File: config.mk
export PLATFORM = sky130hd
export DESIGN_NAME = alu_mc
export DESIGN_NICKNAME = d
export VERILOG_FILES = /design/src/rtl/alu_mc_pkg.sv /design/src/rtl/alu_core_n.sv /design/src/rtl/alu_mc.sv
export SDC_FILE = /design/constraint.sdc
export NUM_CORES = 1
export LEC_CHECK = 0
export BUFFER_PORTS_ARGS = -buffer_cell sky130_fd_sc_hd__buf_2
export CORE_UTILIZATION = 40
export CTS_CLUSTER_SIZE = 24
export DETAILED_ROUTE_END_ITERATION = 8
export RECOVER_POWER = 100
export SLEW_MARGIN = 20
export SYNTH_ARGS = -nofsm -noshare
export SYNTH_HDL_FRONTEND = slang
export SYNTH_SLANG_ARGS = --single-unit
File: constraint.sdc
create_clock -name clk -period 13.5 [get_ports clk]
set_clock_uncertainty 0.2 [all_clocks]
set_input_delay 0.675 -clock clk [delete_from_list [all_inputs] [get_ports clk]]
set_output_delay 0.675 -clock clk [all_outputs]
set_load 0.005 [all_outputs]
File: src/rtl/alu_mc_pkg.sv
// alu_mc shared definitions: opcodes, core selects, FSM states.
// Imported by the multi-cycle ALU top and its combinational core.
package alu_mc_pkg;

    localparam logic [3:0] OP_AND   = 4'b0000;
    localparam logic [3:0] OP_OR    = 4'b0001;
    localparam logic [3:0] OP_ADD   = 4'b0010;
    localparam logic [3:0] OP_SUB   = 4'b0110;
    localparam logic [3:0] OP_SLT   = 4'b0111;
    localparam logic [3:0] OP_NOR   = 4'b1100;
    localparam logic [3:0] OP_MULTU = 4'b1000;
    localparam logic [3:0] OP_DIVU  = 4'b1001;
    localparam logic [3:0] OP_MFHI  = 4'b1010;
    localparam logic [3:0] OP_MFLO  = 4'b1011;

    // low two opcode bits pick the core output path
    localparam logic [1:0] SEL_AND = 2'b00;
    localparam logic [1:0] SEL_OR  = 2'b01;
    localparam logic [1:0] SEL_ADD = 2'b10;
    localparam logic [1:0] SEL_SLT = 2'b11;

    typedef enum logic [1:0] {
        IDLE,
        MUL,
        DIV
    } state_t;

    function automatic logic op_core(input logic [3:0] op);
        case (op)
            OP_AND, OP_OR, OP_ADD,
            OP_SUB, OP_SLT, OP_NOR: return 1'b1;
            default:                return 1'b0;
        endcase
    endfunction

    function automatic logic op_addsub(input logic [3:0] op);
        return (op == OP_ADD) || (op == OP_SUB);
    endfunction

endpackage

File: src/rtl/alu_core_n.sv
// Combinational WIDTH-bit ALU core: AND/OR/NOR/add/sub/SLT.
// Ripple of per-bit slices; op[3]/op[2] invert a/b, op[2] is carry-in.
module alu_core_n
    import alu_mc_pkg::*;
#(
    parameter int WIDTH = 32
) (
    input  logic [3:0]       op,
    input  logic [WIDTH-1:0] a,
    input  logic [WIDTH-1:0] b,
    output logic [WIDTH-1:0] y,
    output logic             ovf
);

    logic             ainv;
    logic             binv;
    logic [WIDTH-1:0] aa;
    logic [WIDTH-1:0] bb;
    logic [WIDTH-1:0] s;
    logic [WIDTH:0]   c;
    logic             set;

    assign ainv = op[3];
    assign binv = op[2];
    assign aa   = a ^ {WIDTH{ainv}};
    assign bb   = b ^ {WIDTH{binv}};
    assign c[0] = binv;

    genvar i;
    generate
        for (i = 0; i < WIDTH; i++) begin : g_bit
            assign s[i]   = aa[i] ^ bb[i] ^ c[i];
            assign c[i+1] = (aa[i] & bb[i])
                          | (c[i] & (aa[i] ^ bb[i]));
        end
    endgenerate

    assign ovf = c[WIDTH-1] ^ c[WIDTH];
    assign set = s[WIDTH-1] ^ ovf;

    always_comb begin
        y = '0;
        unique case (op[1:0])
            SEL_AND: y = aa & bb;
            SEL_OR:  y = aa | bb;
            SEL_ADD: y = s;
            SEL_SLT: y = {{(WIDTH-1){1'b0}}, set};
            default: y = '0;
        endcase
    end

endmodule

File: src/rtl/alu_mc.sv
// Multi-cycle integer ALU for the EX stage: single-cycle core ops,
// iterative MULTU/DIVU into HI/LO, valid/ready handshake.
module alu_mc
    import alu_mc_pkg::*;
#(
    parameter int WIDTH = 32
) (
    input  logic             clk,
    input  logic             rst_n,
    input  logic             in_valid,
    output logic             in_ready,
    input  logic [3:0]       op,
    input  logic [WIDTH-1:0] a,
    input  logic [WIDTH-1:0] b,
    output logic             out_valid,
    output logic [WIDTH-1:0] result,
    output logic             zero,
    output logic             overflow,
    output logic [WIDTH-1:0] hi,
    output logic [WIDTH-1:0] lo
);

    localparam int CNT_W = $clog2(WIDTH) + 1;

    state_t               state;
    state_t               state_nx;
    logic [CNT_W-1:0]     cnt;
    logic [2*WIDTH-1:0]   acc;
    logic [2*WIDTH-1:0]   acc_nx;
    logic [WIDTH-1:0]     opd;

    logic                 accept;
    logic                 start_mul;
    logic                 start_div;
    logic                 last;

    logic [WIDTH-1:0]     core_y;
    logic                 core_ovf;
    logic                 is_core;
    logic                 is_mfhi;
    logic                 is_mflo;
    logic                 sc_ok;
    logic                 sc_ovf;
    logic [WIDTH-1:0]     sc_res;

    logic [WIDTH:0]       mul_sum;
    logic [WIDTH:0]       rem_sh;
    logic [WIDTH:0]       diff;
    logic                 nb;

    alu_core_n #(
        .WIDTH(WIDTH)
    ) u_core (
        .op (op),
        .a  (a),
        .b  (b),
        .y  (core_y),
        .ovf(core_ovf)
    );

    assign accept    = in_valid & in_ready;
    assign start_mul = accept & (op == OP_MULTU);
    assign start_div = accept & (op == OP_DIVU);
    assign last      = (cnt == CNT_W'(1));

    always_ff @(posedge clk) begin
        if (!rst_n) state <= IDLE;
        else        state <= state_nx;
    end

    always_comb begin
        state_nx = state;
        unique case (state)
            IDLE: begin
                if (start_mul)      state_nx = MUL;
                else if (start_div) state_nx = DIV;
            end
            MUL, DIV: if (last) state_nx = IDLE;
            default:  state_nx = IDLE;
        endcase
    end

    always_comb begin
        in_ready = (state == IDLE);
    end

    // one multiply or restoring-divide step on the accumulator
    always_comb begin
        mul_sum = {1'b0, acc[2*WIDTH-1:WIDTH]}
                + (acc[0] ? {1'b0, opd} : '0);
        rem_sh  = {acc[2*WIDTH-1:WIDTH], acc[WIDTH-1]};
        diff    = rem_sh - {1'b0, opd};
        nb      = ~diff[WIDTH];
        acc_nx  = acc;
        unique case (state)
            MUL: acc_nx = {mul_sum, acc[WIDTH-1:1]};
            DIV: acc_nx = {nb ? diff[WIDTH-1:0]
                              : rem_sh[WIDTH-1:0],
                           acc[WIDTH-2:0], nb};
            default: acc_nx = acc;
        endcase
    end

    always_comb begin
        is_core = op_core(op);
        is_mfhi = (op == OP_MFHI);
        is_mflo = (op == OP_MFLO);
        sc_ok   = is_core | is_mfhi | is_mflo;
        sc_res  = '0;
        sc_ovf  = 1'b0;
        unique case (1'b1)
            is_mfhi: sc_res = hi;
            is_mflo: sc_res = lo;
            is_core: begin
                sc_res = core_y;
                sc_ovf = op_addsub(op) & core_ovf;
            end
            default: sc_res = '0;
        endcase
    end

    always_ff @(posedge clk) begin
        if (!rst_n) begin
            out_valid <= 1'b0;
            result    <= '0;
            zero      <= 1'b0;
            overflow  <= 1'b0;
            hi        <= '0;
            lo        <= '0;
            cnt       <= '0;
            acc       <= '0;
            opd       <= '0;
        end else begin
            out_valid <= 1'b0;
            unique case (state)
                IDLE: begin
                    if (start_mul | start_div) begin
                        cnt <= CNT_W'(WIDTH);
                        opd <= start_mul ? a : b;
                        acc <= {{WIDTH{1'b0}},
                                start_mul ? b : a};
                    end else if (accept) begin
                        out_valid <= 1'b1;
                        result    <= sc_res;
                        zero      <= sc_ok & (sc_res == '0);
                        overflow  <= sc_ovf;
                    end
                end
                MUL, DIV: begin
                    cnt <= cnt - CNT_W'(1);
                    acc <= acc_nx;
                    if (last) begin
                        hi        <= acc_nx[2*WIDTH-1:WIDTH];
                        lo        <= acc_nx[WIDTH-1:0];
                        result    <= acc_nx[WIDTH-1:0];
                        zero      <= (acc_nx[WIDTH-1:0] == '0);
                        overflow  <= 1'b0;
                        out_valid <= 1'b1;
                    end
                end
                default: cnt <= '0;
            endcase
        end
    end

endmodule

==> results_dict.tcl, run 1 <==
set metrics [dict create \
    top_layer "met4" \
    rr_worst_depth 7 \
    fin_tns_setup_ns 0 \
    max_freq_mhz 76.74 \
    synth_cell_types 80 \
    drt-pass1-iter-count 6 \
    die_y_extent_um 207.2 \
    cp_data_arrival_time_ns 13.31 \
    finish.instance_area_um2 19020 \
    synth-seq-cells 203 \
    worstSetupEndpointType "flop" \
    fp.dieArea_um2 42920 \
    number_of_global_route_vias_before_repair 15621 \
    timing.setup.critical_path_class "in -> reg" \
    fin_nets 2476 \
    drv.max_cap_violation_count 3 \
    post-route-drc-count 0 \
    fin_ws_ns 0.4690 \
    cts_tree "built" \
    cp.required_ns 13.78 \
    layout-area-overhead-vs-synth_pct 12.96 \
    tightest_slew_ns 4.265 \
    synth_warn 0 \
    postSynthNetCount 2376 \
    start_util 0.4087 \
    min-delay-path-class "reg -> reg" \
    cellLeakagePower_uw 0.007907 \
    wl_met1_um 28160 \
    place.detailed.hpwl_um 47640 \
    min_delay_worst_endpoint "cnt[5]" \
    regToRegStartpoint "state[1]" \
    outcome "finished, violations left" \
    synth_largest_type_area_fraction 0.2413 \
    num_rows 74 \
    min_from "cnt[5]" \
    routed_wirelength_um 62930 \
    clkPwrFrac 0.409 \
    ir_worst_vdd_mv 0.08741 \
    synth-edff-count 0 \
    dr_total_vias 16625 \
    grt.overflow.total 0 \
    report.power.total_uw 1742 \
    cts_max_path_buffers 3 \
    cell_at_the_slowest_stage_of_the_critical_path "sky130_fd_sc_hd__fa_2" \
    numCtsBuffers 24 \
    final_max_slew_viol_count 246 \
    share_of_async_settable_or_async_resettable_flops_after_synthesis 0 \
    path_common_cell "sky130_fd_sc_hd__fa_2" \
    drive_above_1_share 0.1206 \
    detailroute.wirelength.met2_um 28060 \
    pwr-share-seq 0.360 \
    gpl_wtd_cong 1.007 \
    post_synth_main_area_contributors "sky130_fd_sc_hd__dfxtp_1 24%, sky130_fd_sc_hd__ha_1 10%, sky130_fd_sc_hd__a211oi_1 7.5%" \
    met3_wirelength_um 3724 \
    grt_pass1_wl_um 94950 \
    first_iter_violations 1628 \
    net-switching-power_uw 544.7 \
    die_x_um 207.2 \
    sw_frac_of_total 0.3127 \
    sequential_share_of_the_synthesized_area 0.2413 \
    cts.reportedPaths.clkPinSlew_ns 0.06 \
    grt_antenna_before_repair 1 \
    routed_wire_length_per_instance_um 22.58 \
    post-synth-top-area-cell "sky130_fd_sc_hd__dfxtp_1" \
    cp_max_fo 4 \
    layout_worst_path_cycle_share 0.9653 \
    top_level_ports 171 \
    postSynthAreaPerCell_um2 7.880 \
    hold_violations 0 \
    antenna_left 0 \
    grt_use_total 0.2841 \
    routed_via_count_divided_by_cell_count 5.965 \
    count_of_input_and_output_buffers 170 \
    violations "capacitance limit, slew limit" \
    post_synth_inst_count 2137 \
    final_critical_path_required_period_ns 13.03 \
    power.density_nw_per_um2 91.58 \
    r2r-end "hi[5]" \
    ctsHtreeMaxLevel 1 \
    clock-sinks 203 \
    clkLatencyLatePin_ns 0.55 \
    critPathMaxStageDelay_ns 0.41 \
    synth_area_um2 16840 \
    diodes 0 \
    detailedPlace.worstSlack_ns -0.8330 \
    rsz0062_at_grt "false" \
    grt_max_degree 102 \
    relSlewSlack -1.843 \
    design.core.area_um2 41200 \
    critPathLaunchType "primary input" \
    combinationalPowerShare 0.231 \
    setup-violations-final 0 \
    internal_power_uw 1197 \
    regToRegSetupSlack_ns 4.92 \
    whs_path_depth 2 \
    ys.flop_type "sky130_fd_sc_hd__dfxtp_1" \
    cts_root_buf "sky130_fd_sc_hd__clkbuf_16" \
    placement.cell_area_um2 18240 \
]
[kinds of logic after synthesis]
family	Yosys count	share of synthesized area
buffers and inverters	299	0.06940
AND/OR/NAND/NOR	543	0.1502
AO/OA/AOI/OAI	729	0.2907
multiplexers	80	0.04859
XOR/XNOR	115	0.05981
flip-flops	203	0.2413
adder cells (fa/ha/maj)	168	0.1400
[registers in the layout (all words and copies together) (netlist names)]
| name | cells |
|---|---|
| cnt | 6 |
| lo | 32 |
| opd | 32 |
| hi | 32 |
| overflow | 1 |
| zero | 1 |
| result | 32 |
| out_valid | 1 |
| acc | 64 |
| state | 2 |
[cell usage after synthesis (21+ instances only)]
master and count:
sky130_fd_sc_hd__xor2_1 89, sky130_fd_sc_hd__o211ai_1 21, sky130_fd_sc_hd__buf_1 23, sky130_fd_sc_hd__mux2i_1 69
sky130_fd_sc_hd__xnor2_1 26, sky130_fd_sc_hd__inv_1 144, sky130_fd_sc_hd__nor2b_1 35, sky130_fd_sc_hd__nand3_1 28
sky130_fd_sc_hd__a31oi_1 26, sky130_fd_sc_hd__nor2_1 225, sky130_fd_sc_hd__a211oi_1 169, sky130_fd_sc_hd__clkbuf_1 112
sky130_fd_sc_hd__o22a_1 26, sky130_fd_sc_hd__ha_1 134, sky130_fd_sc_hd__fa_1 34, sky130_fd_sc_hd__dfxtp_1 203
sky130_fd_sc_hd__nor3_1 33, sky130_fd_sc_hd__nand2_1 98, sky130_fd_sc_hd__a22oi_1 68, sky130_fd_sc_hd__a21o_1 26
sky130_fd_sc_hd__a21oi_1 168, sky130_fd_sc_hd__o21ai_0 126, sky130_fd_sc_hd__and2_1 42
[cells in the final DEF, fill, tap and decap left out, drive strengths merged, types with 6 or more instances in the layout]
master and count:
a221oi 6, o31ai 6, a211oi 172, mux2 11, xor2 89, mux2i 69
nor2b 35, o211ai 21, a22oi 69, and3 14, nor2 225, fa 34
nand4 19, a311oi 7, a21o 26, dfxtp 203, o21bai 7, a21oi 168
nor3 34, ha 134, xnor2 26, o21a 10, a31oi 26, o41ai 6
nand2b 20, nand2 98, nor4 13, nand3 28, and2 43, buf 175
o22a 26, inv 147, clkbuf 88, o21ai 132
[per-layer routing]
metal	track usage	vias to the layer above
met5	0	-
met4	0.1261	0
met3	0.02380	135
met2	0.4598	639
met1	0.3856	7964
li1	-	7887
[final cells by class]
class,instances,area [µm²]
multi-input combinational,1635,11690
timing repair buffer,228,1204
clock buffer,35,723.2
clock inverter,9,133.9
inverter,145,546.8
sequential,203,4064
tap,532,665.6
fill,4160,22180
[worst max-delay path: cells and delay by family]
family | cells | cell delay (ns)
AO/OA/AOI/OAI | 5 | 0.59
buffers and inverters | 6 | 0.55
adder cells (fa/ha/maj) | 31 | 10.69
AND/OR/NAND/NOR | 4 | 0.64
XOR/XNOR | 1 | 0.14
[metrics by stage]
| step | cells | util | hold slack, ns |
|---|---|---|---|
| global placement | 2742 | 0.4426 | 0.2703 |
| finish | 2787 | 0.4617 | 0.2992 |
| floorplan | 2137 | - | 0.2539 |
| detailed placement | 2742 | 0.4426 | 0.2880 |
| CTS | 2786 | 0.4639 | 0.2905 |
| global route | 2787 | 0.4617 | 0.2996 |
[power by group through the flow]
stage	logic [µW]	clock network [µW]	registers [µW]
6_report	402	713	627
5_1_grt	443	739	627
4_1_cts	398	717	626
3_5_place_dp	394	0	640
3_3_place_gp	388	0	640
2_1_floorplan	268	0	633
[how the worst max path moves through the flow]
stage                     slack [ns]   from  depth (start not counted)   end
after floorplan                 0.02  op[3]                         47  zero
after global placement         -0.77  op[3]                         46  zero
after detailed placement       -0.83  op[3]                         46  zero
after CTS                       0.03  op[3]                         47  zero
after global routing            0.01  op[3]                         47  zero
final                           0.47  op[3]                         47  zero
[what timing repair did]
| action | CTS | global route |
|---|---|---|
| setup buffers | 0 | 1 |
| endpoints found under the setup margin | 1 | 3 |
| hold buffers | 0 | 0 |
| resized for setup | 5 | 12 |
| pin swaps | 2 | 2 |
Note: power is estimated with default switching activity, not from simulation.
==> run 2: changes to the inputs <==
--- a/config.mk
+++ b/config.mk
@@ -9,7 +9,7 @@
 export CORE_UTILIZATION = 40
 export CTS_CLUSTER_SIZE = 24
 export DETAILED_ROUTE_END_ITERATION = 8
-export RECOVER_POWER = 100
+export RECOVER_POWER = 50
 export SLEW_MARGIN = 20
 export SYNTH_ARGS = -nofsm -noshare
 export SYNTH_HDL_FRONTEND = slang
==> run 2 against run 1 <==
  * The run still ends with capacitance limit, slew limit left
  * Wire length is essentially flat
  * Via count fell by 0.66%
  * Global-route usage unchanged
  * Worst setup slack worse by 0.0023 ns
  * Combinational power hardly changed
  * Fmax about the same
  * Sequential share of layout area decreased by 0.063 points
  * First-iteration DRC count fell by 10%
  * Clock power is essentially flat
  * Die area did not move
  * Utilization grew 0.14 points
  * Critical endpoint unchanged
  * Highest routed layer unchanged
==> results_dict.tcl, run 2 (synthesis results as in run 1) <==
set metrics [dict create \
    timing.hold.ws_ns 0.2908 \
    path_common_cell "sky130_fd_sc_hd__fa_2" \
    post-route-drc-count 0 \
    grt_use_total 0.2841 \
    family_with_the_most_delay_on_the_worst_path "adder cells" \
    routed_via_count_divided_by_cell_count 5.926 \
    final_max_slew_viol_count 144 \
    min_delay_worst_endpoint "cnt[5]" \
    die_x_um 207.2 \
    max_freq_mhz 76.73 \
    internal_power_uw 1199 \
    first_iter_violations 1464 \
    cp_data_arrival_time_ns 13.31 \
    clock-sinks 203 \
    clkLatencyLatePin_ns 0.55 \
    outcome "finished, violations left" \
    count_of_input_and_output_buffers 170 \
    grt_pass1_wl_um 94950 \
    routed_wire_length_per_instance_um 22.58 \
    report.power.total_uw 1744 \
    violations "capacitance limit, slew limit" \
    grt_antenna_before_repair 1 \
    fin_tns_setup_ns 0 \
    setup-violations-final 0 \
    min_from "cnt[5]" \
    whs_path_depth 2 \
    tightest_slew_ns 4.012 \
    die_y_extent_um 207.2 \
    power.density_nw_per_um2 91.43 \
    numCtsBuffers 24 \
    sw_frac_of_total 0.3126 \
    fin_nets 2476 \
    top_level_ports 171 \
    r2r-end "hi[12]" \
    dr_total_vias 16515 \
    regToRegSetupSlack_ns 7.19 \
    antenna_left 0 \
    cp_max_fo 4 \
    cell_at_the_slowest_stage_of_the_critical_path "sky130_fd_sc_hd__fa_2" \
    number_of_global_route_vias_before_repair 15621 \
    cellLeakagePower_uw 0.007931 \
    drt-pass1-iter-count 6 \
    cp.required_ns 13.78 \
    final_critical_path_required_period_ns 13.03 \
    min-delay-path-class "reg -> reg" \
    hold_violations 0 \
    final-instance-count-excl-fill 2787 \
    most-common-layout-cells "220 x sky130_fd_sc_hd__nor2_1, 203 x sky130_fd_sc_hd__dfxtp_1, 169 x sky130_fd_sc_hd__a211oi_1" \
    rsz0062_at_grt "false" \
    placedCellCount 2742 \
    grt_max_degree 102 \
    start_util 0.4087 \
    diodes 0 \
    place.detailed.hpwl_um 47640 \
    ctsHtreeMaxLevel 1 \
    cts_max_path_buffers 3 \
    cts_tree "built" \
    ir_worst_vdd_mv 0.08776 \
    layout.filler_cells 4149 \
    pwr-share-seq 0.359 \
    drive_above_1_share 0.1251 \
    path_buf_inv 6 \
    combinationalPowerShare 0.232 \
    critPathLaunchType "primary input" \
    cts_root_buf "sky130_fd_sc_hd__clkbuf_16" \
    layout.cells.most_common "sky130_fd_sc_hd__nor2_1" \
    worstSetupEndpointType "flop" \
    relSlewSlack -1.675 \
    drv.max_cap_violation_count 2 \
    routed_wirelength_um 62940 \
    num_rows 74 \
    timing.setup.critical_path_class "in -> reg" \
    grt.overflow.total 0 \
    largest_register_ffs 64 \
    regToRegStartpoint "state[1]" \
    net-switching-power_uw 545.2 \
    layout-area-overhead-vs-synth_pct 13.29 \
    layout_worst_path_cycle_share 0.9654 \
    critPathMaxStageDelay_ns 0.41 \
    fp.dieArea_um2 42920 \
    register_with_the_highest_flop_count "acc" \
    design.core.area_um2 41200 \
    rr_worst_depth 6 \
    clkPwrFrac 0.409 \
    cts.reportedPaths.clkPinSlew_ns 0.06 \
    gpl_wtd_cong 1.007 \
]
run 2: changes by cell type in the layout (fill, tap and decap cells not counted), moves of 2 or more:
cell	before	now
sky130_fd_sc_hd__buf_4	52	55
sky130_fd_sc_hd__clkbuf_1	57	54
sky130_fd_sc_hd__o21ai_0	130	125
sky130_fd_sc_hd__a211oi_1	171	169
sky130_fd_sc_hd__a211oi_2	1	3
sky130_fd_sc_hd__o21ai_1	2	6
run 2: worst max-delay path by stage:
stage                       to  startpoint  depth (start not counted)
after floorplan           zero       op[3]                         47
after global placement    zero       op[3]                         46
after detailed placement  zero       op[3]                         46
after CTS                 zero       op[3]                         47
after global routing      zero       op[3]                         47
final                     zero       op[3]                         47
run 2: final cells by class:
type / count / area [µm²] / share of cell area
multi-input combinational: 1635 / 11730 / 0.6148
sequential: 203 / 4064 / 0.2130
timing repair buffer: 228 / 1215 / 0.06368
clock buffer: 35 / 723.2 / 0.03791
tap: 532 / 665.6 / 0.03489
inverter: 145 / 546.8 / 0.02866
clock inverter: 9 / 133.9 / 0.007017
run 2: timing repair:
| item | 4_1_cts | 5_1_grt |
|---|---|---|
| setup endpoints to repair | 1 | 3 |
| setup buffers | 0 | 1 |
| hold buffers | 0 | 0 |
| gates resized for setup | 5 | 12 |
| pin swaps | 2 | 2 |
run 2: power by group through the flow:
stage                     combinational, µW  clock [µW]  sequential [µW]
final                                   404         713              627
after CTS                               398         717              626
after detailed placement                394           0              640
after floorplan                         268           0              633
after global routing                    446         739              627
after global placement                  388           0              640
run 2: per-layer routing:
| metal | part of all wire | vias up | wire, µm | GRT usage |
|---|---|---|---|---|
| met5 | 0 | - | 0 | 0 |
| met4 | 0.044 | 0 | 2798 | 0.1261 |
| li1 | - | 7884 | - | - |
| met1 | 0.45 | 7906 | 28360 | 0.3856 |
| met2 | 0.45 | 604 | 28260 | 0.4598 |
| met3 | 0.056 | 121 | 3521 | 0.02380 |
run 2: worst reg2reg max path, stage by stage (launching register included):
cell	delay, ns
sky130_fd_sc_hd__dfxtp_1	0.39
sky130_fd_sc_hd__inv_1	0.09
sky130_fd_sc_hd__ha_1	0.29
sky130_fd_sc_hd__clkbuf_1	2.80
sky130_fd_sc_hd__nand2_1	1.55
sky130_fd_sc_hd__nor3_1	0.77
sky130_fd_sc_hd__nor2_1	0.10
run 2: per-stage QoR:
step           area (µm²)    util  setup WS [ns]
2_1_floorplan       16880       -        0.02035
5_1_grt             19080  0.4630        0.01344
3_3_place_gp        18240  0.4426        -0.7706
6_report            19080  0.4630         0.4667
4_1_cts             19110  0.4639        0.03444
3_5_place_dp        18240  0.4426        -0.8330
